==> config.mk <==
export PLATFORM = sky130hd
export DESIGN_NAME = ibex_fp_regfile_wb
export DESIGN_NICKNAME = d
export VERILOG_FILES = /design/src/rtl/ibex_fp_regfile_wb.sv
export SDC_FILE = /design/constraint.sdc
export NUM_CORES = 2
export LEC_CHECK = 0
export CORE_MARGIN = 2
export CORE_UTILIZATION = 55
export CTS_CLUSTER_SIZE = 24
export DETAILED_ROUTE_END_ITERATION = 8
export DONT_BUFFER_PORTS = 1
export GPL_ROUTABILITY_DRIVEN = 0
export PLACE_DENSITY = 0.68
export RECOVER_POWER = 50
export SLEW_MARGIN = 0
export SYNTH_ARGS = -nofsm -noshare
export SYNTH_HDL_FRONTEND = slang
export SYNTH_SLANG_ARGS = --single-unit
export TNS_END_PERCENT = 5
==> constraint.sdc <==
create_clock -name clk_i -period 3.3 [get_ports clk_i]
set_input_delay 0.33 -clock clk_i [delete_from_list [all_inputs] [get_ports clk_i]]
set_output_delay 0.33 -clock clk_i [all_outputs]
set_load 0.01 [all_outputs]
==> src/rtl/ibex_fp_regfile_wb.sv <==
// FP register file with FPU/load writeback arbitration, load buffering and a busy scoreboard.
// Three combinational read ports with write-first bypass of the single commit port.
module ibex_fp_regfile_wb #(
  parameter int unsigned NumRegs    = 32,
  parameter int unsigned LdBufDepth = 2,
  localparam int unsigned AW        = $clog2(NumRegs)
) (
  input  logic          clk_i,
  input  logic          rst_ni,
  input  logic [AW-1:0] raddr_a_i,
  output logic [31:0]   rdata_a_o,
  input  logic [AW-1:0] raddr_b_i,
  output logic [31:0]   rdata_b_o,
  input  logic [AW-1:0] raddr_c_i,
  output logic [31:0]   rdata_c_o,
  output logic          busy_a_o,
  output logic          busy_b_o,
  output logic          busy_c_o,
  input  logic          fpu_we_i,
  input  logic [AW-1:0] fpu_waddr_i,
  input  logic [31:0]   fpu_wdata_i,
  input  logic          ld_valid_i,
  output logic          ld_ready_o,
  input  logic [AW-1:0] ld_waddr_i,
  input  logic [31:0]   ld_wdata_i,
  input  logic          issue_i,
  input  logic [AW-1:0] issue_rd_i
);
  localparam int unsigned CW = $clog2(LdBufDepth + 1);
  localparam int unsigned NP = 3;

  typedef struct packed {
    logic [AW-1:0] addr;
    logic [31:0]   data;
  } wb_t;

  logic [31:0]        rf_q [NumRegs];
  logic [31:0]        rf_d [NumRegs];
  logic [NumRegs-1:0] busy_q, busy_d;
  wb_t                buf_q [LdBufDepth];
  wb_t                buf_d [LdBufDepth];
  wb_t                buf_sh [LdBufDepth];
  logic [CW-1:0]      cnt_q, cnt_d;

  wb_t           ld_ent, cm;
  logic          cm_we, pop, push, ld_acc;
  logic [CW-1:0] wr_idx;

  assign ld_ent     = {ld_waddr_i, ld_wdata_i};
  assign ld_ready_o = (cnt_q < CW'(LdBufDepth));
  assign ld_acc     = ld_valid_i & ld_ready_o;

  // Single commit port: FPU first, then the oldest buffered load, then a direct load.
  always_comb begin
    cm_we = 1'b0;
    cm    = '0;
    pop   = 1'b0;
    push  = 1'b0;
    if (fpu_we_i) begin
      cm_we = 1'b1;
      cm    = {fpu_waddr_i, fpu_wdata_i};
      push  = ld_acc;
    end else if (cnt_q != '0) begin
      cm_we = 1'b1;
      cm    = buf_q[0];
      pop   = 1'b1;
      push  = ld_acc;
    end else if (ld_acc) begin
      cm_we = 1'b1;
      cm    = ld_ent;
    end
  end

  assign wr_idx = cnt_q - CW'(pop);
  assign cnt_d  = cnt_q + CW'(push) - CW'(pop);

  // Shift-register FIFO: head always sits in entry 0.
  for (genvar i = 0; i < LdBufDepth; i++) begin : g_sh
    if (i < LdBufDepth - 1) begin : g_mid
      assign buf_sh[i] = buf_q[i+1];
    end else begin : g_last
      assign buf_sh[i] = '0;
    end
  end

  always_comb begin
    for (int i = 0; i < LdBufDepth; i++) begin
      buf_d[i] = pop ? buf_sh[i] : buf_q[i];
      if (push && (wr_idx == CW'(i))) buf_d[i] = ld_ent;
    end
  end

  always_comb begin
    rf_d = rf_q;
    if (cm_we) rf_d[cm.addr] = cm.data;
  end

  // Issue is applied after the clear so a same-cycle issue keeps the register busy.
  always_comb begin
    busy_d = busy_q;
    if (cm_we)   busy_d[cm.addr]    = 1'b0;
    if (issue_i) busy_d[issue_rd_i] = 1'b1;
  end

  always_ff @(posedge clk_i) begin
    if (!rst_ni) begin
      for (int i = 0; i < NumRegs; i++) rf_q[i] <= '0;
      for (int i = 0; i < LdBufDepth; i++) buf_q[i] <= '0;
      busy_q <= '0;
      cnt_q  <= '0;
    end else begin
      rf_q   <= rf_d;
      buf_q  <= buf_d;
      busy_q <= busy_d;
      cnt_q  <= cnt_d;
    end
  end

  logic [NP-1:0][AW-1:0] raddr;
  logic [NP-1:0][31:0]   rdata;
  logic [NP-1:0]         rbusy;

  assign raddr = {raddr_c_i, raddr_b_i, raddr_a_i};

  for (genvar p = 0; p < NP; p++) begin : g_rd
    logic hit;
    assign hit      = cm_we && (cm.addr == raddr[p]);
    assign rdata[p] = hit ? cm.data : rf_q[raddr[p]];
    assign rbusy[p] = busy_q[raddr[p]] & ~hit;
  end

  assign {rdata_c_o, rdata_b_o, rdata_a_o} = rdata;
  assign {busy_c_o, busy_b_o, busy_a_o}    = rbusy;
endmodule

Yosys cells after proc, flatten, opt, wreduce, memory -nomap -nowiden. Index checks and enable logic that the tools add are counted. W data, S select, Z words.

Bitwise operators: 14. Magnitude comparators: 13. $add $sub $neg: 3. Eq/ne operators: 4. Reductions and logical operators: 12. Muxes and demuxes: 41.

Operator list (count): $bwmux W1024 (1); $bmux W32 S5 (3); $mux W32 (12); $mux W37 (7); $demux W32 S5 (1); $and A32 B32 Y32 (1); $not A32 Y32 (1); $or A32 B32 Y32 (1); $lt A5 B6 Y1 const B (5); $ge A6 B6 Y1 const B (4); $not A5 Y6 (4); $bmux W1 S5 (3); $eq A5 B5 Y1 (3); $mux W1 (12); $demux W1 S5 (2); $ge A5 B1 Y1 const B (2); $logic_and A1 B1 Y1 (8); $lt A6 B1 Y1 const B (1); $reduce_bool A2 Y1 (3); $and A1 B1 Y1 (4); $sub A2 B1 Y2 (2); $not A1 Y1 (3); $add A2 B1 Y2 (1); $eq A2 B1 Y1 const B (1); 2 further kinds (2).

Logic and storage cells: 125. Register bits: 1132. Bits of input ports: 99. Output and inout bits: 100.

Longest topological paths before layout.
Word-level depth: 14. Mapped depth: 11. Depth with buffers taken out: 8.

Worst setup path after synthesis. OpenSTA, ideal clock, no wires.

Path kind: input -> output. From: input raddr_b_i[0]. To: output rdata_b_o[13]. Path buffers: 3. Slack: 0.345 ns. Arrival: 2.625 ns. Stages: 8. Data required time: 2.970 ns. Path through: clkbuf_1 -> buf_2 -> buf_1 -> mux4_2 -> mux4_2 -> nand2_1 -> o21ai_0 -> mux2_2.

Word-level cells in the longest chain between the ends: 5. Elaborated cells between the ends (all ways): 7. Classes of those cells: eq/ne (1); mux (4); bitwise (1); reduce/logical (1).

Ends and longest elaborated chain: start, declared (line 12) `input logic [AW-1:0] raddr_b_i,`; $not A5 Y6 (implied by the code) (line 128) `assign rdata[p] = hit ? cm.data : rf_q[raddr[p]];`; $bmux W32 S5 (line 128); $mux W32 (implied by the code) (2 in a row) (line 128); $mux W32 (*) (line 128); end, declared (line 13) `output logic [31:0] rdata_b_o,`.

Every way passes the cells marked *; elsewhere a longest branch is shown, timed or not. The select of a mux whose other input is x is not followed.

Final worst setup path.
From: register cnt_q[1]. To: output rdata_b_o[31].

Word-level cells in the longest chain between the ends: 8. Elaborated cells between the ends (all ways): 12. Classes of those cells: order compare (1); eq/ne (1); mux (7); bitwise (1); reduce/logical (2).

Ends and longest elaborated chain: start, declared (line 43) `logic [CW-1:0] cnt_q, cnt_d;`; start signal, assigned (line 115) `cnt_q <= cnt_d;`; $lt A2 B2 Y1 (line 50) `assign ld_ready_o = (cnt_q < CW'(LdBufDepth));`; $and A1 B1 Y1 (line 51) `assign ld_acc = ld_valid_i & ld_ready_o;`; $mux W37 (line 68) `end else if (ld_acc) begin`; $mux W37 (line 63) `end else if (cnt_q != '0) begin`; $mux W37 (line 59) `if (fpu_we_i) begin`; $eq A5 B5 Y1 (line 127) `assign hit = cm_we && (cm.addr == raddr[p]);`; $logic_and A1 B1 Y1 (line 127); $mux W32 (*) (line 128).

Every way passes the cells marked *; elsewhere a longest branch is shown, timed or not.

==> metrics.md <==
| Metric | Value |
|---|---|
| Fin crit share | `1.089` |
| RSZ-0062 raised after global routing | `true` |
| DR vias | `62300` |
| Row count | `130` |
| Synth top area cells | `dfxtp_1 (32%), mux4_2 (32%), nand2_1 (11%)` |
| WP data arrival | `3260 ps` |
| Placed cell count | `7940` |
| Setup slack, reg-to-reg | `-170 ps` |
| Total Wirelength | `279.8 mm` |
| Max-cap violation count | `0` |
| Slew @ Worst Pin | `1286 ps` |
| Worst reg2reg path depth | `10` |
| Main flop type after synthesis | `dfxtp_1` |
| Share of cells above drive strength 1 | `0.2234` |
| DP HPWL | `143.5 mm` |
| Synth warn | `0` |
| Levels on crit path | `9` |
| Number of global-route vias before repair | `62300` |
| Vias per cell | `6.909` |
| Critical Path Source Type | `flip-flop` |
| Num CTS Buffers | `131` |
| DR DRC count | `0` |
| Maximum vdd drop | `0.5629 mV` |
| Port Buf Inserts | `0` |
| Setup ws final | `-292.4 ps` |
| Area Overhead vs Synth | `20.69%` |
| TritonCTS clock tree | `built` |
| Final hold vios | `0` |
| Post-Syn Nets | `6948` |
| Routed WL per cell | `31.04 um` |
| Core ar. | `0.1259 mm2` |
| Worst path bufs/invs | `3` |
| Nets@finish | `7360` |
| Worst hold path cell count | `4` |
| Post-synth EDFFs | `0` |
| Initial Utilization | `0.5560` |
| Die width | `360.8 um` |
| Post-synth design cell area | `0.07000 mm2` |
| Worst r2r src | `cnt_q[0]` |
| Pwr dens | `431.7 mW/mm2` |
| Clock-pin transition on the worst setup and hold timing paths | `60 ps` |
| Hold Crit Start | `issue_rd_i[1]` |
| Antenna viol nets, final | `0` |
| Root buf cell | `clkbuf_16` |
| Outcome | `finished, violations left` |
| Clock sink total | `1132` |
| Top delay family on crit path | `simple AND/OR/NAND/NOR gates` |
| Most frequent cells in the layout | `nand2_1 (2046), dfxtp_1 (1130), mux4_2 (990)` |
| Crit end category | `output port` |
| Critical Path RT | `2970 ps` |
| Crit Path Class | `flip-flop to output port` |
| Fmax | `0.2784 GHz` |
| WHS Endpoint | `busy_q[4]` |
| Yosys reg bits | `1132` |
| Largest stage delay on the critical path | `440 ps` |
| Final Max Slew Viols | `0` |
| Commonest non-fill, non-tap cell in the layout | `nand2_1` |
| Tmin final | `3592 ps` |
| CP Cell Sequence | `nor4b_4 -> buf_4 -> a221oi_4 -> xnor2_1 -> nor3_2 -> and4_4 -> buf_12 -> buf_12 -> mux2_4` |
| Netlist cell types | `60` |
| H-tree depth | `4` |
| Reg2Reg Capture Point | `buf_q[22]` |
| Die ar. | `0.1301 mm2` |
| Crit-path max FO | `6` |
| Synth top area share | `0.3237` |
| Remaining Overflow, GRT | `0` |
| Global-route wire length before repair | `407.7 mm` |
| Final Non-Filler Cells | `9016` |
| Most used cell along the critical path | `buf_12` |
| CP max-delay cell | `nor4b_4` |
| Slew margin rel. | `0.1338` |
| Area leader, netlist | `dfxtp_1` |
| Leakage | `30.13 nW` |
| Failing checks | `negative setup slack` |
| Final Setup Violations | `250` |
| # IOs | `199` |
| Clock Skew | `41.10 ps` |
| Starting DRC count in detailed routing | `9121` |
| Synthesized instance count | `6846` |
| Initial antenna violation count | `15` |
| Drt first pass iters | `6` |
| Die Height | `360.8 um` |
| CTS max path bufs | `3` |
| Register area share after synthesis | `0.3237` |
| Share of synthesized registers carrying an async set or reset | `0` |
| Largest net degree at the start of global routing | `752` |
| Total track usage | `0.4251` |
| Mean post-synth cell area | `10.22 um2` |
| Clock Latency Late Sink | `810 ps` |
| Hold crit path type | `primary input to flip-flop` |
| Worst Hold Margin | `40.79 ps` |
-- registers in the layout, indices dropped and copies added, names as in the netlist --
register	count
buf_q	74
rf_q	1024
busy_q	32
cnt_q	2
-- layout make-up --
cell class              instances  area (um2)
diodes                          8       20.02
clock buffers                 195        3852
clock inverters                38       410.4
fillers                      9431       41410
inverters                     105       396.6
multi-input cells            4863       44340
flip-flops and latches       1132       22670
well taps                    1650        2064
repair buffers               1025       10730
-- worst register-to-register path: stages, from the launching register on --
cell,delay [ps]
dfxtp_4,410
buf_6,150
o21bai_4,90
inv_4,100
buf_4,440
ha_1,390
or3_1,590
buf_4,340
nand3_1,140
a21boi_0,110
dlygate4sd3_1,580
-- layer usage --
metal / routed length, um / share of wire / track usage / vias up
li1: - / - / - / 25460
met1: 95140 / 0.34 / 0.5253 / 30660
met2: 120700 / 0.43 / 0.6229 / 4888
met3: 40500 / 0.14 / 0.1429 / 1274
met4: 23370 / 0.084 / 0.3080 / 18
met5: 121 / 0.00043 / 0 / -
-- cell usage after synthesis (all sizes together) (3+ instances only) --
| cell type | instances |
|---|---|
| nor2 | 10 |
| clkbuf | 387 |
| nor3 | 12 |
| o21ai | 141 |
| mux2i | 133 |
| nand3 | 85 |
| a22oi | 30 |
| nor4b | 3 |
| ha | 3 |
| xnor2 | 12 |
| a21boi | 934 |
| nand2 | 2067 |
| a21oi | 42 |
| and2 | 21 |
| mux2 | 96 |
| mux4 | 990 |
| dfxtp | 1132 |
| o211a | 38 |
| and3 | 52 |
| buf | 359 |
| nor2b | 161 |
| nor3b | 5 |
| nand4 | 3 |
| inv | 105 |
-- cells by family after synthesis --
kind of cell / share of synthesized area
and+or+nand+nor: 0.1427
muxes: 0.3545
AOI/OAI and AO/OA: 0.1243
DFF: 0.3237
buffers and inverters: 0.05264
xor gates and xnor gates: 0.001501
adders and majority gates: 0.0005363
-- repair_timing --
action                                 4_1_cts  5_1_grt
setup endpoints to repair                   99      512
endpoints found under the hold margin     1021        1
resized for setup                           61       85
gates cloned                                 4        3
buffers inserted                            14       11
pin swaps                                   10        9
hold buffers                               804        1
-- worst max path at each step --
stage	from	end	slack, ps
2_1_floorplan	raddr_b_i[0]	rdata_b_o[13]	350
3_3_place_gp	raddr_a_i[0]	rdata_a_o[19]	300
3_5_place_dp	cnt_q[0]	rdata_b_o[31]	360
4_1_cts	cnt_q[1]	rdata_b_o[17]	-180
5_1_grt	cnt_q[1]	rdata_c_o[18]	-330
6_report	cnt_q[1]	rdata_b_o[31]	-290
-- report_power, final --
| part | leakage, nW | internal [W] | switching, W |
|---|---|---|---|
| clock | 2.11 | 0.00856 | 0.00630 |
| sequential | 9.13 | 0.0142 | 0.000468 |
| combinational | 18.9 | 0.00304 | 0.00387 |
-- stage by stage --
step                setup WS [ps]  setup TNS [ps]  cell area, um2  utilization  power (W)
finish                     -292.4          -30800           84480       0.6710    0.03647
CTS                        -183.8          -12290           84050       0.6676    0.03590
detailed placement          364.7               0           71300       0.5664    0.02052
global placement            304.3               0           71300       0.5664    0.02042
global route               -326.8          -46250           84470       0.6709    0.03724
floorplan                   345.2               0           70000            -    0.01919
No activity file was read; power rests on OpenSTA's default activity.
